<file path="config.mk">
export PLATFORM = sky130hd
export DESIGN_NAME = hazard_sched
export DESIGN_NICKNAME = d
export VERILOG_FILES = /design/src/rtl/pipe_pkg.sv /design/src/rtl/hazard_fwd_mux_sel.sv /design/src/rtl/hazard_sched.sv
export SDC_FILE = /design/constraint.sdc
export NUM_CORES = 1
export LEC_CHECK = 0
export ABC_AREA = 1
export ABC_CLOCK_PERIOD_IN_PS = 1200
export CORE_MARGIN = 3
export CORE_UTILIZATION = 25
export DETAILED_ROUTE_END_ITERATION = 6
export PLACE_DENSITY = 0.58
export SLEW_MARGIN = 15
export SYNTH_ARGS = -nofsm -noshare
export SYNTH_HDL_FRONTEND = slang
export SYNTH_HIERARCHICAL = 1
export SYNTH_SLANG_ARGS = --single-unit
</file>
<file path="constraint.sdc">
create_clock -name clk -period 1.2 [get_ports clk]
set_input_delay 0.24 -clock clk [delete_from_list [all_inputs] [get_ports clk]]
set_output_delay 0.24 -clock clk [all_outputs]
set_load 0.03 [all_outputs]
</file>
<file path="src/rtl/pipe_pkg.sv">
//------------------------------------------------------------------------------
// pipe_pkg
//   Shared definitions for the RV32I pipeline hazard scheduler:
//   forwarding-select encodings, scheduler FSM state encoding and the
//   scoreboard entry record kept for each in-flight stage.
//   Revision: 1.0  initial release
//------------------------------------------------------------------------------
`default_nettype none

package pipe_pkg;

  // EX operand source selects
  localparam logic [1:0] FWD_RF    = 2'b00;  // register file read value
  localparam logic [1:0] FWD_EXMEM = 2'b01;  // EX-MEM ALU result
  localparam logic [1:0] FWD_MEMWB = 2'b10;  // MEM-WB writeback data
  localparam logic [1:0] FWD_DRAM  = 2'b11;  // MEM-stage DRAM read data

  typedef enum logic {
    ST_RUN    = 1'b0,
    ST_FREEZE = 1'b1
  } sched_state_e;

  typedef struct packed {
    logic       valid;
    logic [4:0] rd;
    logic       we;
    logic       is_load;
  } sb_entry_t;

endpackage : pipe_pkg

`default_nettype wire

</file>
<file path="src/rtl/hazard_fwd_mux_sel.sv">
//------------------------------------------------------------------------------
// hazard_fwd_mux_sel
//   Forwarding priority for one EX operand. The MEM-stage producer is younger
//   than the WB-stage producer, so it is checked first.
//   Ports:
//     rs, rs_re             operand index and read flag of the EX instruction
//     mem                   MEM-stage scoreboard entry
//     wb_valid/wb_rd/wb_we  WB-stage scoreboard fields
//     sel                   operand source select (pipe_pkg FWD_* encoding)
//   Revision: 1.0  initial release
//------------------------------------------------------------------------------
`default_nettype none

module hazard_fwd_mux_sel
  import pipe_pkg::*;
(
  input  logic [4:0] rs,
  input  logic       rs_re,
  input  sb_entry_t  mem,
  input  logic       wb_valid,
  input  logic [4:0] wb_rd,
  input  logic       wb_we,
  output logic [1:0] sel
);

  logic mem_hit;
  logic wb_hit;

  assign mem_hit = mem.valid & mem.we & (mem.rd == rs);
  assign wb_hit  = wb_valid  & wb_we  & (wb_rd  == rs);

  always_comb begin
    sel = FWD_RF;
    // x0 is hard-wired zero and never forwarded
    if (rs_re && (rs != 5'd0)) begin
      if (mem_hit) begin
        sel = mem.is_load ? FWD_DRAM : FWD_EXMEM;
      end else if (wb_hit) begin
        sel = FWD_MEMWB;
      end
    end
  end

endmodule : hazard_fwd_mux_sel

`default_nettype wire

</file>
<file path="src/rtl/hazard_sched.sv">
//------------------------------------------------------------------------------
// hazard_sched
//   Pipeline hazard scheduler for the 5-stage RV32I core. Keeps a scoreboard
//   of the instructions in EX/MEM/WB and derives stall, flush, freeze and
//   EX forwarding selects for the instruction currently in ID.
//   Optional feature macro: HAZARD_PERF_EN (saturating stall/flush counters;
//   when undefined the counter ports read 0 and no counter flops exist).
//   Ports:
//     clk, rst_cpu                core clock, synchronous active-low reset
//     id_*                        decoded fields of the instruction in ID
//     ex_branch_taken             EX resolved a taken branch / jal / jalr
//     dram_busy                   data memory not ready this cycle
//     pc_stall, ifid_stall        hold PC / IF-ID
//     ifid_flush, idex_flush      bubble into IF-ID / ID-EX
//     freeze                      hold ID-EX, EX-MEM, MEM-WB
//     fwd_a_sel, fwd_b_sel        EX operand source selects
//     perf_stall_cnt/flush_cnt    event counters
//   Revision: 1.0  initial release
//------------------------------------------------------------------------------
`default_nettype none

module hazard_sched
  import pipe_pkg::*;
(
  input  logic        clk,
  input  logic        rst_cpu,
  input  logic        id_valid,
  input  logic [4:0]  id_rs1,
  input  logic [4:0]  id_rs2,
  input  logic        id_rs1_re,
  input  logic        id_rs2_re,
  input  logic [4:0]  id_rd,
  input  logic        id_rd_we,
  input  logic        id_is_load,
  input  logic        ex_branch_taken,
  input  logic        dram_busy,
  output logic        pc_stall,
  output logic        ifid_stall,
  output logic        ifid_flush,
  output logic        idex_flush,
  output logic        freeze,
  output logic [1:0]  fwd_a_sel,
  output logic [1:0]  fwd_b_sel,
  output logic [31:0] perf_stall_cnt,
  output logic [31:0] perf_flush_cnt
);

  // ---------------------------------------------------------------------------
  // Scoreboard and FSM state
  // ---------------------------------------------------------------------------
  sb_entry_t    ex_q;
  logic [4:0]   ex_rs1_q;
  logic [4:0]   ex_rs2_q;
  logic         ex_rs1_re_q;
  logic         ex_rs2_re_q;
  sb_entry_t    mem_q;
  // The WB entry drops the load flag: MEM-WB writeback data already carries
  // the loaded value, so the source select does not depend on it.
  logic         wb_valid_q;
  logic [4:0]   wb_rd_q;
  logic         wb_we_q;

  sched_state_e state_q;
  sched_state_e state_d;
  logic         pend_q;
  logic         pend_d;

  logic         load_use;
  logic         take_flush;
  logic [1:0]   fwd_a_raw;
  logic [1:0]   fwd_b_raw;

  assign load_use = id_valid & ex_q.valid & ex_q.is_load & ex_q.we &
                    (ex_q.rd != 5'd0) &
                    ((id_rs1_re & (id_rs1 == ex_q.rd)) |
                     (id_rs2_re & (id_rs2 == ex_q.rd)));

  // ---------------------------------------------------------------------------
  // FSM next state and control outputs
  // freeze follows dram_busy in the same cycle; the FREEZE state remembers
  // that the previous cycle was frozen so a branch resolved while frozen can
  // be replayed as a flush in the first free cycle.
  // ---------------------------------------------------------------------------
  always_comb begin
    state_d    = state_q;
    pend_d     = 1'b0;
    take_flush = 1'b0;
    pc_stall   = 1'b0;
    ifid_stall = 1'b0;
    ifid_flush = 1'b0;
    idex_flush = 1'b0;
    freeze     = 1'b0;

    case (state_q)
      ST_RUN: begin
        if (dram_busy) begin
          state_d = ST_FREEZE;
          pend_d  = ex_branch_taken;
        end else begin
          take_flush = ex_branch_taken;
        end
      end
      ST_FREEZE: begin
        if (dram_busy) begin
          pend_d = pend_q | ex_branch_taken;
        end else begin
          state_d    = ST_RUN;
          take_flush = pend_q | ex_branch_taken;
        end
      end
      default: begin
        state_d = ST_RUN;
      end
    endcase

    if (dram_busy) begin
      freeze     = 1'b1;
      pc_stall   = 1'b1;
      ifid_stall = 1'b1;
    end else if (take_flush) begin
      ifid_flush = 1'b1;
      idex_flush = 1'b1;
    end else if (load_use) begin
      pc_stall   = 1'b1;
      ifid_stall = 1'b1;
      idex_flush = 1'b1;
    end

    // All control outputs are quiet while reset is asserted
    if (!rst_cpu) begin
      pc_stall   = 1'b0;
      ifid_stall = 1'b0;
      ifid_flush = 1'b0;
      idex_flush = 1'b0;
      freeze     = 1'b0;
    end
  end

  // ---------------------------------------------------------------------------
  // State register and scoreboard advance
  // ---------------------------------------------------------------------------
  always_ff @(posedge clk) begin
    if (!rst_cpu) begin
      state_q     <= ST_RUN;
      pend_q      <= 1'b0;
      ex_q        <= '0;
      ex_rs1_q    <= 5'd0;
      ex_rs2_q    <= 5'd0;
      ex_rs1_re_q <= 1'b0;
      ex_rs2_re_q <= 1'b0;
      mem_q       <= '0;
      wb_valid_q  <= 1'b0;
      wb_rd_q     <= 5'd0;
      wb_we_q     <= 1'b0;
    end else begin
      state_q <= state_d;
      pend_q  <= pend_d;
      if (!freeze) begin
        wb_valid_q  <= mem_q.valid;
        wb_rd_q     <= mem_q.rd;
        wb_we_q     <= mem_q.we;
        mem_q       <= ex_q;
        ex_q        <= '{valid:   id_valid & ~idex_flush,
                         rd:      id_rd,
                         we:      id_rd_we,
                         is_load: id_is_load};
        ex_rs1_q    <= id_rs1;
        ex_rs2_q    <= id_rs2;
        ex_rs1_re_q <= id_rs1_re;
        ex_rs2_re_q <= id_rs2_re;
      end
    end
  end

  // ---------------------------------------------------------------------------
  // Forwarding selects (only meaningful when the EX entry is real)
  // ---------------------------------------------------------------------------
  hazard_fwd_mux_sel u_fwd_a (
    .rs       (ex_rs1_q),
    .rs_re    (ex_rs1_re_q & ex_q.valid),
    .mem      (mem_q),
    .wb_valid (wb_valid_q),
    .wb_rd    (wb_rd_q),
    .wb_we    (wb_we_q),
    .sel      (fwd_a_raw)
  );

  hazard_fwd_mux_sel u_fwd_b (
    .rs       (ex_rs2_q),
    .rs_re    (ex_rs2_re_q & ex_q.valid),
    .mem      (mem_q),
    .wb_valid (wb_valid_q),
    .wb_rd    (wb_rd_q),
    .wb_we    (wb_we_q),
    .sel      (fwd_b_raw)
  );

  assign fwd_a_sel = rst_cpu ? fwd_a_raw : FWD_RF;
  assign fwd_b_sel = rst_cpu ? fwd_b_raw : FWD_RF;

  // ---------------------------------------------------------------------------
  // Performance counters
  // ---------------------------------------------------------------------------
`ifdef HAZARD_PERF_EN
  logic [31:0] stall_cnt_q;
  logic [31:0] flush_cnt_q;
  logic        stall_evt;
  logic        flush_evt;

  // A load-use stall is the only case with a stall plus ID-EX flush and no
  // IF-ID flush; a freeze never raises a flush, so it is never counted.
  assign stall_evt = pc_stall & idex_flush & ~ifid_flush & ~freeze;
  assign flush_evt = ifid_flush & ~freeze;

  always_ff @(posedge clk) begin
    if (!rst_cpu) begin
      stall_cnt_q <= 32'd0;
      flush_cnt_q <= 32'd0;
    end else begin
      if (stall_evt && (stall_cnt_q != 32'hFFFF_FFFF)) begin
        stall_cnt_q <= stall_cnt_q + 32'd1;
      end
      if (flush_evt && (flush_cnt_q != 32'hFFFF_FFFF)) begin
        flush_cnt_q <= flush_cnt_q + 32'd1;
      end
    end
  end

  assign perf_stall_cnt = rst_cpu ? stall_cnt_q : 32'd0;
  assign perf_flush_cnt = rst_cpu ? flush_cnt_q : 32'd0;
`else
  assign perf_stall_cnt = 32'd0;
  assign perf_flush_cnt = 32'd0;
`endif

endmodule : hazard_sched

`default_nettype wire
</file>
; ---- After elaboration in Yosys (flattened, before gate mapping)
; Cells that the tools add are included.
[word_totals]
reg_bits = 37
in_bits = 24
out_inout_bits = 73
word_cells = 75
[op_classes]
eq_ne = 6
mux = 27
n_bitwise = 20
n_reduce_logical = 5
[op_table]
columns = cell, count
row1 = 5-bit equality test, 6
row2 = 2-bit 2-to-1 mux, 9
row3 = 1-bit bitwise AND, 16
row4 = 1-bit 2-to-1 mux, 16
row5 = 5-bit nonzero test, 3
row6 = 1-bit one-hot mux with 2 select lines, 2
row7 = 1-bit logical AND, 2
row8 = 1-bit inverter, 2
row9 = 1-bit bitwise OR, 2

; ---- Logic depth before layout (Yosys ltp)
[logic_depth]
depth_word = 11
depth_mapped = 10
depth_no_buf = 10

; ---- Hierarchy
; Netlist, hierarchy kept.
[by_module_without_submodules]
columns = module, n_inst, cells_each, area_each_um2, seq_area_each_um2
row1 = hazard_sched, 1, 270, 1960.6, 740.7
row2 = hazard_fwd_mux_sel, 2, 67, 284.0, 0.0

; ---- Worst setup path before layout
; OpenSTA, ideal clock, no wires.
[synth_timing]
kind = register -> output
start = reg ex_q[2] (netlist bit)
end = out pc_stall
arrival_ns = 1.355
required_time_ns = 0.960
path_slack_ns = -0.395
stages_incl_launch_ff = 10
n_path_buf = 1
path_cell_list = dfxtp_1 inv_2 nand2_1 nand2_1 nor2_1 nand3_1 nand2_1 nand2_2 o21ai_2 buf_4
[synth_between]
elab_chain_cells = 8
word_cells_on_any_way = 12
cone_classes = eq/ne (2) / mux (4) / bitwise (5) / reduce/logical (1)
[synth_rtl]
columns = item, line
row1 = "start, declared", hazard_sched.sv:51  ; sb_entry_t ex_q;
row2 = "start signal, assigned", hazard_sched.sv:163  ; ex_q <= '{valid: id_valid & ~idex_flush,
row3 = "5-bit equality test, on equally long branches", "hazard_sched.sv:75, hazard_sched.sv:76"
row4 = "1-bit bitwise AND, on equally long branches", "hazard_sched.sv:75, hazard_sched.sv:76"
row5 = 1-bit bitwise OR, hazard_sched.sv:75  ; ((id_rs1_re & (id_rs1 == ex_q.rd)) |
row6 = 1-bit bitwise AND (*), hazard_sched.sv:74  ; (ex_q.rd != 5'd0) &
row7 = 1-bit 2-to-1 mux (*) (4 in a row), --
row8 = "end, declared", hazard_sched.sv:37  ; output logic pc_stall,
; Mark *: on every way between the ends. The rest lies on a longest branch, timed or not.

; ---- Worst setup path in the final report
[layout_timing]
start = reg ex_q[2] (netlist bit)
end = out ifid_stall
[layout_between]
elab_chain_cells = 8
word_cells_on_any_way = 12
cone_classes = eq/ne (2) / mux (4) / bitwise (5) / reduce/logical (1)
[layout_rtl]
columns = item, line
row1 = "5-bit equality test, on equally long branches", "hazard_sched.sv:75, hazard_sched.sv:76"
row2 = "1-bit bitwise AND, on equally long branches", "hazard_sched.sv:75, hazard_sched.sv:76"
row3 = 1-bit bitwise OR, hazard_sched.sv:75
row4 = 1-bit bitwise AND (*), hazard_sched.sv:74
row5 = 1-bit 2-to-1 mux (*), hazard_sched.sv:123  ; end else if (load_use) begin
row6 = 1-bit 2-to-1 mux (*), hazard_sched.sv:120  ; end else if (take_flush) begin
row7 = 1-bit 2-to-1 mux (*), hazard_sched.sv:116  ; if (dram_busy) begin
row8 = 1-bit 2-to-1 mux (*), hazard_sched.sv:130  ; if (!rst_cpu) begin
row9 = "end, declared", hazard_sched.sv:38  ; output logic ifid_stall,
; Marks and branches as above.

==> metrics.md <==
| Metric | Value |
|---|---|
| Vias in the first global route | 1,993 |
| Standard-cell row count | 36 |
| Fraction of the yosys area taken by sequential cells | 29.3% |
| Maximum number of pins on one net before global-route repair | 26 |
| Cell at the root of the clock tree | sky130_fd_sc_hd__clkbuf_8 |
| Violated checks | negative setup slack |
| Post-synthesis instance area | 2530 um^2 |
| Reg2Reg Launch Point | ex_q[2]$_SDFFE_PN0N_ |
| Htree depth | 2 |
| Number of library cell types mapped by synthesis | 22 |
| Register bit total from synthesis | 37 |
| Core ar. | 9820 um^2 |
| Grt ovf | 0 |
| Count of endpoints failing hold in the final timing report | 0 |
| Vias after detailed routing | 2,264 |
| Launch point of the worst path | ex_q[2]$_SDFFE_PN0N_ |
| Final RePlAce weighted congestion | 0.819 |
| Post-placement cell count | 583 |
| Status | complete, but fails checks |
| Cell depth of the worst flop-to-flop path | 10 |
| Final critical-path setup slack | -0.545 ns |
| Wirelength per Cell | 9.95 um |
| Worst Clk Skew | 0.00437 ns |
| Critical-path maximum fanout | 4 |
| Critical Path AT | 1.51 ns |
| Overall power after layout | 3260 uW |
| Power density normalized to cell area | 989 nW/um^2 |
| Number of warnings printed during yosys synthesis | 6 |
| Peak supply drop | 0.000564 V |
| Clock buffer count from CTS | 5 |
| Final setup violation count | 9 |
| Final core occ | 33.5% |
| Max Cap Violations | 0 |
| Antenna Diode Count | 0 |
| Reg clk slew, reported paths | 0.07 ns |
| I/O Buffers | 32 |
| Required time at the worst-slack endpoint | 0.96 ns |
| Half-perimeter wire length after detailed placement | 4700 um |
| Number of antenna violations at the first check in global routing | 0 |
| Total cell area at the placement stage | 2930 um^2 |
| Number of design rule violations left after detail routing | 0 |
| CP endpoint kind | output pin |
| Filler-free cell count of the finished design | 595 |
| Worst-case hold slack | 0.374 ns |
| Layout cell share with drive strength beyond 1 | 33.3% |
| Pleak | 0.00159 uW |
| Synthesized area divided by synthesized cell count | 6.26 um^2 |
| DRT Wirelength | 5920 um |
| Timing-limited maximum frequency | 573 MHz |
| Time the worst path needs with I/O delays and setup | 1.75 ns |
| Max-slew violation count | 0 |
| Net count of the finished layout | 485 |
| Worst min-delay path category | in2reg |
| Horiz. Die Dim | 107 um |
| Critical path startpoint category | flip-flop |
| Vias/cell | 3.81 |
| Total die area | 11,400 um^2 |
| Startpoint of the most critical hold path | id_rs2[0] |
| DR pass1 iterations | 4 |
| First-iteration detailed-routing DRC count | 90 |
| Final Instance Area | 3290 um^2 |
| Starting utilization of the core area | 25.8% |
| Antenna-violating nets left | 0 |
| Number of buffers on the longest clock path | 2 |
| Area added between synthesis and finish | 30.3% |
| CTS tree | built |
| Ports | 97 |
| Post-Synthesis Cells | 404 |
| Worst skew pair latency | 0.29 ns |
| Vert. Die Dim | 107 um |
| Type of the worst setup path | reg2out |
| Final period utilization | 145% |
| Global-route wire length before repair | 9220 um |
| TritonCTS sink count | 37 |
| Total Routing Usage GR | 9.90% |
| Setup repair after global routing missed its margin | true |
| Hold Path Depth | 3 |
## cell usage in the layout, fill, tap and decap left out, types with 2 or more instances in the layout
cell type | synthesis | routed
sky130_fd_sc_hd__a21oi_1 | 3 | 2
sky130_fd_sc_hd__buf_4 | 66 | 26
sky130_fd_sc_hd__buf_6 | 0 | 9
sky130_fd_sc_hd__clkbuf_8 | 0 | 6
sky130_fd_sc_hd__clkdlybuf4s50_1 | 0 | 10
sky130_fd_sc_hd__conb_1 | 1 | 64
sky130_fd_sc_hd__dfxtp_1 | 37 | 9
sky130_fd_sc_hd__dfxtp_2 | 0 | 10
sky130_fd_sc_hd__dfxtp_4 | 0 | 18
sky130_fd_sc_hd__dlygate4sd2_1 | 0 | 12
sky130_fd_sc_hd__inv_1 | 55 | 39
sky130_fd_sc_hd__inv_2 | 14 | 26
sky130_fd_sc_hd__inv_4 | 0 | 4
sky130_fd_sc_hd__nand2_1 | 118 | 96
sky130_fd_sc_hd__nand2_2 | 9 | 29
sky130_fd_sc_hd__nand2_4 | 0 | 2
sky130_fd_sc_hd__nand3_1 | 21 | 16
sky130_fd_sc_hd__nand3_2 | 0 | 5
sky130_fd_sc_hd__nand3b_1 | 2 | 2
sky130_fd_sc_hd__nand4_1 | 3 | 3
sky130_fd_sc_hd__nor2_1 | 27 | 18
sky130_fd_sc_hd__nor2_2 | 1 | 6
sky130_fd_sc_hd__nor2_4 | 2 | 6
sky130_fd_sc_hd__o21ai_0 | 16 | 16
sky130_fd_sc_hd__o21ai_1 | 9 | 9
sky130_fd_sc_hd__o22ai_1 | 7 | 7
sky130_fd_sc_hd__or2_1 | 4 | 4
## routing by layer
metal	GRT usage [%]	part of all wire, %
met1	13.3	46
met2	16.6	48
met3	1.99	5.4
met4	1.64	0.57
met5	0	0
## worst paths after layout
path	end	slack (ns)
setup / recovery	ifid_stall	-0.55
hold / removal	ex_rs2_q[0]$_SDFFE_PN0N_	0.37
setup reg to reg	ex_q[7]$_SDFFE_PN0N_	-0.02
hold reg to reg	ex_rs2_re_q$_SDFFE_PN0N_	0.46
## cells by family after synthesis
kind of cell | share of synthesized area (%)
and+or+nand+nor | 31.6
buffers and inverters | 31.0
AOI/OAI and AO/OA | 7.97
DFF | 29.3
other | 0.148
## metrics by stage
step | setup TNS, ns | setup slack [ns]
finish | -3.56 | -0.545
global route | -4.44 | -0.651
CTS | -3.68 | -0.565
detailed placement | -13.12 | -0.684
global placement | -12.43 | -0.681
floorplan | -0.498 | -0.263
## synth_stat cells
library cell	count	area, um^2
sky130_fd_sc_hd__nand4_1	3	18.8
sky130_fd_sc_hd__nand2_2	9	56.3
sky130_fd_sc_hd__inv_2	14	52.6
sky130_fd_sc_hd__nor2_4	2	22.5
sky130_fd_sc_hd__buf_4	66	495
sky130_fd_sc_hd__nor2_2	1	6.26
sky130_fd_sc_hd__nand3_1	21	105
sky130_fd_sc_hd__a21oi_2	1	8.76
sky130_fd_sc_hd__nand2_1	118	443
sky130_fd_sc_hd__nor2_1	27	101
sky130_fd_sc_hd__conb_1	1	3.75
sky130_fd_sc_hd__buf_2	6	30.0
sky130_fd_sc_hd__or2_1	4	25.0
sky130_fd_sc_hd__o21ai_0	16	80.1
sky130_fd_sc_hd__o22ai_1	7	43.8
sky130_fd_sc_hd__a21oi_1	3	15.0
sky130_fd_sc_hd__nor3_1	1	5.00
sky130_fd_sc_hd__o21ai_2	1	8.76
sky130_fd_sc_hd__nand3b_1	2	15.0
sky130_fd_sc_hd__dfxtp_1	37	741
sky130_fd_sc_hd__inv_1	55	206
sky130_fd_sc_hd__o21ai_1	9	45.0
## where the power goes
| group | total (uW) | internal, uW | switching (uW) |
|---|---|---|---|
| Sequential | 1330 | 1270 | 68.9 |
| Combinational | 797 | 248 | 548 |
| Clock | 1130 | 676 | 451 |
## layout make-up
class | count | area [um^2]
Timing Repair Buffer | 59 | 527
Inverter | 69 | 269
Clock buffer | 6 | 82.6
Sequential cell | 37 | 821
Multi-Input combinational cell | 289 | 1390
Fill cell | 1088 | 6530
Clock inverter | 2 | 37.5
Tap cell | 133 | 166
## worst max-delay path: stages, from the launching register on
cell,delay [ns]
sky130_fd_sc_hd__dfxtp_2,0.37
sky130_fd_sc_hd__inv_2,0.04
sky130_fd_sc_hd__nand2_1,0.07
sky130_fd_sc_hd__nand2_2,0.07
sky130_fd_sc_hd__nor2_4,0.11
sky130_fd_sc_hd__nand3_2,0.10
sky130_fd_sc_hd__nand2_2,0.08
sky130_fd_sc_hd__nand2_4,0.07
sky130_fd_sc_hd__o21ai_4,0.17
sky130_fd_sc_hd__buf_6,0.15
## sequential cells by signal, summed over array words and instances (netlist names)
register,flops
wb_rd_q,5
ex_rs1_re_q,1
pend_q,1
ex_rs2_q,5
wb_valid_q,1
mem_q,8
ex_q,8
ex_rs2_re_q,1
wb_we_q,1
state_q,1
ex_rs1_q,5
## what timing repair did
item / in CTS / in global routing
setup buffers: 2 / 2
resized for setup: 51 / 51
setup endpoints to repair: 10 / 10
cloned: 0 / 0
hold buffers: 0 / 0
pin swaps: 17 / 29
Note: power is estimated with default switching activity, not from simulation.
